`src/rtl/io_pkg.sv`:
```
`default_nettype none
// +----------------------------------------------------------------+
// | io_pkg : register offsets and constants shared by io_hub       |
// | Rev 1.0                                                        |
// +----------------------------------------------------------------+
package io_pkg;

  localparam logic [2:0]  c_off_sw          = 3'd0;
  localparam logic [2:0]  c_off_edge        = 3'd1;
  localparam logic [2:0]  c_off_led         = 3'd2;
  localparam logic [2:0]  c_off_mask        = 3'd3;
  localparam logic [2:0]  c_off_status      = 3'd4;

  localparam logic [15:0] c_version         = 16'h0001;
  localparam logic [31:0] c_default_io_base = 32'hFFFF_FC00;

endpackage
`default_nettype wire

```
`src/rtl/io_debounce_bit.sv`:
```
`default_nettype none
// +----------------------------------------------------------------+
// | io_debounce_bit : 2-flop synchroniser + 3-sample debouncer     |
// | Rev 1.0                                                        |
// +----------------------------------------------------------------+
module io_debounce_bit
  import io_pkg::*;
(
  input  logic clk,
  input  logic rst,
  input  logic tick,
  input  logic din,
  output logic deb
);

  logic [1:0] sync_q, sync_d;
  logic [2:0] hist_q, hist_d;
  logic       deb_q, deb_d;

  always_comb begin
    sync_d = {sync_q[0], din};
    hist_d = hist_q;
    deb_d  = deb_q;
    if (tick) begin
      hist_d = {hist_q[1:0], sync_q[1]};
      // disagreeing samples leave the debounced value untouched
      if (&hist_d) begin
        deb_d = 1'b1;
      end else if (~|hist_d) begin
        deb_d = 1'b0;
      end
    end
  end

  always_ff @(posedge clk or negedge rst) begin
    if (!rst) begin
      sync_q <= '0;
      hist_q <= '0;
      deb_q  <= 1'b0;
    end else begin
      sync_q <= sync_d;
      hist_q <= hist_d;
      deb_q  <= deb_d;
    end
  end

  assign deb = deb_q;

endmodule
`default_nettype wire

```
`src/rtl/io_hub.sv`:
```
`default_nettype none
// +----------------------------------------------------------------+
// | io_hub : debounced inputs, edge capture/irq and LED register   |
// | Rev 1.0                                                        |
// +----------------------------------------------------------------+
module io_hub
  import io_pkg::*;
#(
  parameter int          IN_WIDTH        = 24,
  parameter int          LED_WIDTH       = 24,
  parameter int          DEBOUNCE_CYCLES = 20000,
  parameter logic [31:0] IO_BASE         = c_default_io_base
) (
  input  logic                 clk,
  input  logic                 rst,
  input  logic [IN_WIDTH-1:0]  button_in,
  output logic [LED_WIDTH-1:0] led_out,
  input  logic [31:0]          addr,
  input  logic                 rd_en,
  input  logic                 wr_en,
  input  logic [31:0]          wr_data,
  output logic [31:0]          rd_data,
  output logic                 ready,
  output logic                 irq
);

  localparam int               CNT_W      = $clog2(DEBOUNCE_CYCLES);
  localparam logic [CNT_W-1:0] c_cnt_last = CNT_W'(DEBOUNCE_CYCLES - 1);

  logic [CNT_W-1:0]     cnt_q, cnt_d;
  logic [IN_WIDTH-1:0]  deb_prev_q, deb_prev_d;
  logic [IN_WIDTH-1:0]  edge_q, edge_d;
  logic [IN_WIDTH-1:0]  mask_q, mask_d;
  logic [LED_WIDTH-1:0] led_q, led_d;
  logic [31:0]          rd_data_q, rd_data_d;
  logic                 ready_q, ready_d;
  logic                 irq_q, irq_d;

  logic                 w_tick;
  logic [IN_WIDTH-1:0]  w_deb;
  logic [IN_WIDTH-1:0]  w_edge_clr;
  logic                 w_hit;
  logic [2:0]           w_off;
  logic                 w_rd;
  logic                 w_wr;
  logic [31:0]          w_rd_word;
  logic                 unused_bits;

  assign w_tick      = (cnt_q == c_cnt_last);
  assign w_hit       = (addr[31:5] == IO_BASE[31:5]);
  assign w_off       = addr[4:2];
  assign w_rd        = rd_en && w_hit;
  assign w_wr        = wr_en && w_hit;
  assign unused_bits = ^{addr[1:0], wr_data};

  for (genvar i = 0; i < IN_WIDTH; i++) begin : g_deb
    io_debounce_bit u_deb (
      .clk  (clk),
      .rst  (rst),
      .tick (w_tick),
      .din  (button_in[i]),
      .deb  (w_deb[i])
    );
  end

  always_comb begin
    w_rd_word = '0;
    case (w_off)
      c_off_sw:     w_rd_word[IN_WIDTH-1:0]  = w_deb;
      c_off_edge:   w_rd_word[IN_WIDTH-1:0]  = edge_q;
      c_off_led:    w_rd_word[LED_WIDTH-1:0] = led_q;
      c_off_mask:   w_rd_word[IN_WIDTH-1:0]  = mask_q;
      c_off_status: w_rd_word = {c_version, 8'(IN_WIDTH), 8'(LED_WIDTH)};
      default:      w_rd_word = '0;
    endcase
  end

  always_comb begin
    cnt_d      = w_tick ? '0 : cnt_q + CNT_W'(1);
    deb_prev_d = w_deb;
    w_edge_clr = (w_wr && (w_off == c_off_edge)) ? wr_data[IN_WIDTH-1:0] : '0;
    // a rising edge arriving with a W1C of the same bit survives the clear
    edge_d     = (edge_q & ~w_edge_clr) | (w_deb & ~deb_prev_q);
    mask_d     = (w_wr && (w_off == c_off_mask)) ? wr_data[IN_WIDTH-1:0] : mask_q;
    led_d      = (w_wr && (w_off == c_off_led)) ? wr_data[LED_WIDTH-1:0] : led_q;
    irq_d      = |(edge_q & mask_q);
    ready_d    = w_rd;
    rd_data_d  = w_rd ? w_rd_word : '0;
  end

  always_ff @(posedge clk or negedge rst) begin
    if (!rst) begin
      cnt_q      <= '0;
      deb_prev_q <= '0;
      edge_q     <= '0;
      mask_q     <= '0;
      led_q      <= '0;
      irq_q      <= 1'b0;
      ready_q    <= 1'b0;
      rd_data_q  <= '0;
    end else begin
      cnt_q      <= cnt_d;
      deb_prev_q <= deb_prev_d;
      edge_q     <= edge_d;
      mask_q     <= mask_d;
      led_q      <= led_d;
      irq_q      <= irq_d;
      ready_q    <= ready_d;
      rd_data_q  <= rd_data_d;
    end
  end

  assign led_out = led_q;
  assign rd_data = rd_data_q;
  assign ready   = ready_q;
  assign irq     = irq_q;

endmodule
`default_nettype wire

```
`config.mk`:
```
export PLATFORM = sky130hd
export DESIGN_NAME = io_hub
export DESIGN_NICKNAME = d
export VERILOG_FILES = /design/src/rtl/io_pkg.sv /design/src/rtl/io_debounce_bit.sv /design/src/rtl/io_hub.sv
export SDC_FILE = /design/constraint.sdc
export NUM_CORES = 1
export LEC_CHECK = 0
export CAP_MARGIN = 20
export CELL_PAD_IN_SITES_DETAIL_PLACEMENT = 0
export CELL_PAD_IN_SITES_GLOBAL_PLACEMENT = 1
export CORE_MARGIN = 2
export CORE_UTILIZATION = 47
export DETAILED_ROUTE_END_ITERATION = 16
export PLACE_DENSITY_LB_ADDON = 0.1
export REMOVE_ABC_BUFFERS = 1
export SYNTH_ARGS = -nofsm -noshare
export SYNTH_HDL_FRONTEND = slang
export SYNTH_SLANG_ARGS = --single-unit
```
`constraint.sdc`:
```
create_clock -name clk -period 3.43 [get_ports clk]
set_input_delay 0.5145 -clock clk [delete_from_list [all_inputs] [get_ports clk]]
set_output_delay 0.5145 -clock clk [all_outputs]
set_load 0.02 [all_outputs]
```
After elaboration in Yosys (flattened, before gate mapping)
Cells that the tools add are included.
Storage, ports and cells
  register bits after elaboration: 257
  input bits: 92
  output and inout port bits: 58
  word-level logic and storage cells: 248
Operators by class
  $add $sub $neg: 1
  equality and inequality tests: 30
  multiplexer cells: 52
  bitwise operators: 6
  reductions and logical operators: 79
Operator list (count)
  24-bit case mux with 5 select lines: 1
  24-bit bitwise AND: 3
  3-bit AND reduction: 24
  3-bit OR reduction: 24
  1-bit 2-to-1 mux: 48
  24-bit 2-to-1 mux: 2
  2-bit by 1-bit != test with 1-bit output, second input constant: 24
  24-bit NOT: 2
  2-bit AND reduction: 24
  27-bit equality test, second input constant: 1
  24-bit OR: 1
  24-bit OR reduction: 1
  15-bit by 1-bit adder with 15-bit output, second input constant: 1
  15-bit equality test, second input constant: 1
  15-bit 2-to-1 mux: 1
  3-bit by 2-bit equality test with 1-bit output, second input constant: 2
  1-bit logical AND: 5
  3-bit by 1-bit equality test with 1-bit output, second input constant: 1
  3-bit equality test, second input constant: 1
  3-bit zero test: 1

Longest topological paths before layout
  depth in word-level cells: 7
  gate-level depth with buffers: 8
  depth with buffers taken out: 5

By module
A second synthesis with hierarchy kept.
Second synthesis, totals
  cell total of the unflattened synthesis: 689
  area total of the unflattened synthesis: 10323.7 um2
By module, submodules not included
  io_hub: times used 1, cells each 425, area an instance 5939.4 um2, sequential area each 3428.3 um2
  io_debounce_bit: times used 24, cells each 11, area an instance 182.7 um2, sequential area each 125.1 um2

Worst setup path before layout
Ideal clock, no wire load.
  kind: in2reg
  start point: in addr[6]
  end point: reg led_q[10] (netlist: led_out[10])
  library setup time: 127 ps
  arrival time: 2174 ps
  data required time: 3303 ps
  setup slack: 1129 ps
  cell stages on the path: 6
  buffers on the path: 2
  cells stage by stage: or4b_1 nor4_4 and3_1 buf_4 buf_6 mux2_1
On the way
  longest elaborated chain between the ends: 3
RTL lines
  from (decl): RTL line io_hub.sv:18  | input logic [31:0] addr,
  27-bit equality test: RTL line io_hub.sv:50  | assign w_hit = (addr[31:5] == IO_BASE[31:5]);
  1-bit logical AND: RTL line io_hub.sv:53  | assign w_wr = wr_en && w_hit;
  1-bit logical AND: RTL line io_hub.sv:85  | led_d = (w_wr && (w_off == c_off_led)) ? wr_data[LED_WIDTH-1:0] : led_q;
  to (signal assigned): RTL line io_hub.sv:106  | led_q <= led_d;
  to (decl): RTL line io_hub.sv:34  | logic [LED_WIDTH-1:0] led_q, led_d;
No other way between the ends.
A chain may end at the register's enable or synchronous reset.

Worst setup path after layout
  start point: in addr[6]
  end point: reg led_q[0] (netlist: led_out[0])
Same word-level chain as after synthesis.

==> impl_metrics.yaml <==
status:
  status: "finished clean"
synth:
  avgSynthCellArea_sq_um: 12.4
  synth_top_area_cell: "dfrtp_1"
  ys.flop_type: "dfrtp_1"
  synth_area_leaders: "dfrtp_1 64%, nand2_1 5.5%, mux4_2 4.7%"
  yosysWarnings: 0
  syn_inst: 811
  synthTopCellsByCount: "257 x dfrtp_1, 147 x nand2_1, 46 x nor2b_1, 40 x mux2_1, 39 x nor2_1"
  ys_seq_area_share_pct: 63.9
  synth_edf_count: 0
  netlist_area_sq_mm: 0.0101
  synth_top_area_share_pct: 63.9
  synth_cell_type_count: 40
  ys_async_sr_fraction_pct: 100
  ys_seq_elements: 257
  yosysMostFrequentCell: "dfrtp_1"
place:
  post-place-ws_ns: 0.537
  io_buffers: 131
  dp_cells: 1198
  place_hpwl_um: 14900
  place.gp.congestion: 0.761
clock_network:
  postCtsSetupBuffers: 0
  cts_tree: "done"
  ctsHtreeMaxLevel: 1
  cts_root_buf: "clkbuf_16"
  clk_pin_slew_worst_paths_ns: 0.06
  cts_resized: 0
  clock_latency_ns: 0.52
  cts_buffers: 27
  clock-sinks: 257
  clk_path_buf_depth: 3
  cts_hold_buf: 0
power_and_ir_drop:
  powerDensity_mw_per_mm2: 486
  ir_drop_v: 0.000324
  p_leak_nw: 5.80
detailed_routing:
  viasPerCell: 5.41
  vias: 6737
  drc: 0
  wirelength_um: 22700
  wl_per_cell_um: 18.2
  first_pass_iters: 5
  drtIter0Drc: 388
  drtAntennaViolNets: 0
final_layout:
  finalCoreUtilization_pct: 59.6
  fin_cells: 1246
  nets: 1045
  drive_above_1_share_pct: 9.69
  syn2layout_area_growth_pct: 24.4
global_route:
  grt_usage_pct: 20.6
  grt_pass1_wl_um: 36600
  antenna_found_initial: 1
  grt_pass1_vias: 7051
  grt.overflow.total: 0
  grt_max_degree: 101
floorplanning:
  fp.dieW_um: 150
  rows: 53
  die_h_um: 150
  io_pins: 150
  core_sq_mm: 0.0210
  start_util_pct: 47.9
  die-area_sq_mm: 0.0226
setup_path:
  cp-start-kind: "input port"
  reg2reg_depth: 6
  cp_max_fo: 15
  cp.required_ns: 3.84
  endpoint_kind: "flip-flop"
  worstSetupPathType: "in -> reg"
  cp.arrival_ns: 2.76
sta:
  finalHoldViolCount: 0
  setup_tns_ns: 0
  rsz0062_at_grt: "false"
  hold_slack_ns: 0.0266
  post-route-period-util_pct: 68.6
  finClkSkew_ns: 0.0136
  setup_ws_ns: 1.08
  slew-limit-headroom_pct: 48.2
  finalMaxSlewViolations: 0
  finalSetupViolCount: 0
  tightest_slew_ns: 0.778
  min_period_ns: 2.35
  max_freq_mhz: 425
flow_run:
  drv_cap: 0
hold_path:
  worstHoldPathType: "in -> async"
[report_power, final]
group	switching, W	internal (W)
registers	0.0000169	0.00306
logic	0.000116	0.000105
clock network	0.00113	0.00167
[state kept, by name, summed over array words and instances (netlist names)]
| name | count |
|---|---|
| mask_q | 24 |
| cnt_q | 15 |
| deb_prev_q | 24 |
| g_deb.u_deb.deb | 24 |
| g_deb.u_deb.hist_q | 48 |
| g_deb.u_deb.sync_q | 48 |
| irq | 1 |
| ready | 1 |
| rd_data | 24 |
| led_out | 24 |
| edge_q | 24 |
[through the flow]
| step | power, W | area (sq um) |
|---|---|---|
| 3_5_place_dp | 0.00336 | 11700 |
| 5_1_grt | 0.00632 | 12500 |
| 3_3_place_gp | 0.00335 | 11700 |
| 2_1_floorplan | 0.00316 | 9860 |
| 6_report | 0.00609 | 12500 |
| 4_1_cts | 0.00617 | 12500 |
[metal layers]
metal | track usage, % | vias to the layer above | routed length, um
met3 | 2.88 | 36 | 985
met2 | 35.2 | 150 | 11500
met5 | 0 | - | 0
li1 | - | 3104 | -
met1 | 27.5 | 3447 | 9710
met4 | 6.13 | 0 | 492
[worst max-delay path, stage by stage]
cell and delay (ns):
clkdlybuf4s50_1 0.39, or4b_1 0.57, nor4_4 0.36, and3_1 0.24
buf_4 0.30, mux2_2 0.37
[logic make-up (layout without fill, tap and decap cells)]
| logic type | count (synthesis) | after routing | synth area share, % |
|---|---|---|---|
| AO/OA/AOI/OAI | 70 | 70 | 5.38 |
| AND/OR/NAND/NOR | 329 | 329 | 15.9 |
| buffers and inverters | 69 | 221 | 3.29 |
| other | 1 | 9 | 0.0372 |
| multiplexers | 72 | 72 | 10.4 |
| adder cells (fa/ha/maj) | 1 | 1 | 0.124 |
| XOR/XNOR | 12 | 12 | 1.04 |
| flip-flops | 257 | 257 | 63.9 |
[path summary, 6_finish.rpt]
| check | start | to | slack [ns] |
|---|---|---|---|
| max | addr[6] | led_out[0] | 1.08 |
| min in group clk | g_deb[9].u_deb.sync_q[0] | g_deb[9].u_deb.sync_q[1] | 0.35 |
| max in group asynchronous | rst | edge_q[17] | 2.53 |
| max reg2reg | cnt_q[0] | g_deb[6].u_deb.deb | 1.10 |
| min | rst | deb_prev_q[19] | 0.03 |
| min reg2reg | g_deb[9].u_deb.sync_q[0] | g_deb[9].u_deb.sync_q[1] | 0.35 |
[cell usage in the layout, fill, tap and decap left out, drive strengths merged, types with 2 or more instances in the layout]
| cell | n |
|---|---|
| a21oi | 6 |
| inv | 28 |
| nor3 | 32 |
| buf | 20 |
| xor2 | 4 |
| bufinv | 2 |
| and3 | 3 |
| nand3 | 8 |
| clkdlybuf4s50 | 128 |
| nand2 | 147 |
| a211oi | 3 |
| nor4 | 26 |
| nor4bb | 2 |
| nor2b | 46 |
| nand4 | 13 |
| mux4 | 21 |
| nand2b | 6 |
| xnor2 | 8 |
| mux2 | 51 |
| clkbuf | 39 |
| nor2 | 39 |
| conb | 8 |
| dfrtp | 257 |
| a22oi | 10 |
| clkinv | 4 |
| nand4b | 2 |
| a31oi | 25 |
| a221o | 24 |
[final cells by class]
| type | count | area, sq um |
|---|---|---|
| antenna | 1 | 2.50 |
| clock buffer | 39 | 751 |
| clock inverter | 8 | 97.6 |
| fill | 1640 | 8490 |
| inverter | 26 | 97.6 |
| multi-input combinational | 492 | 3340 |
| sequential | 257 | 6430 |
| tap | 275 | 344 |
| timing repair buffer | 148 | 1470 |
Note: power is estimated with default switching activity, not from simulation.
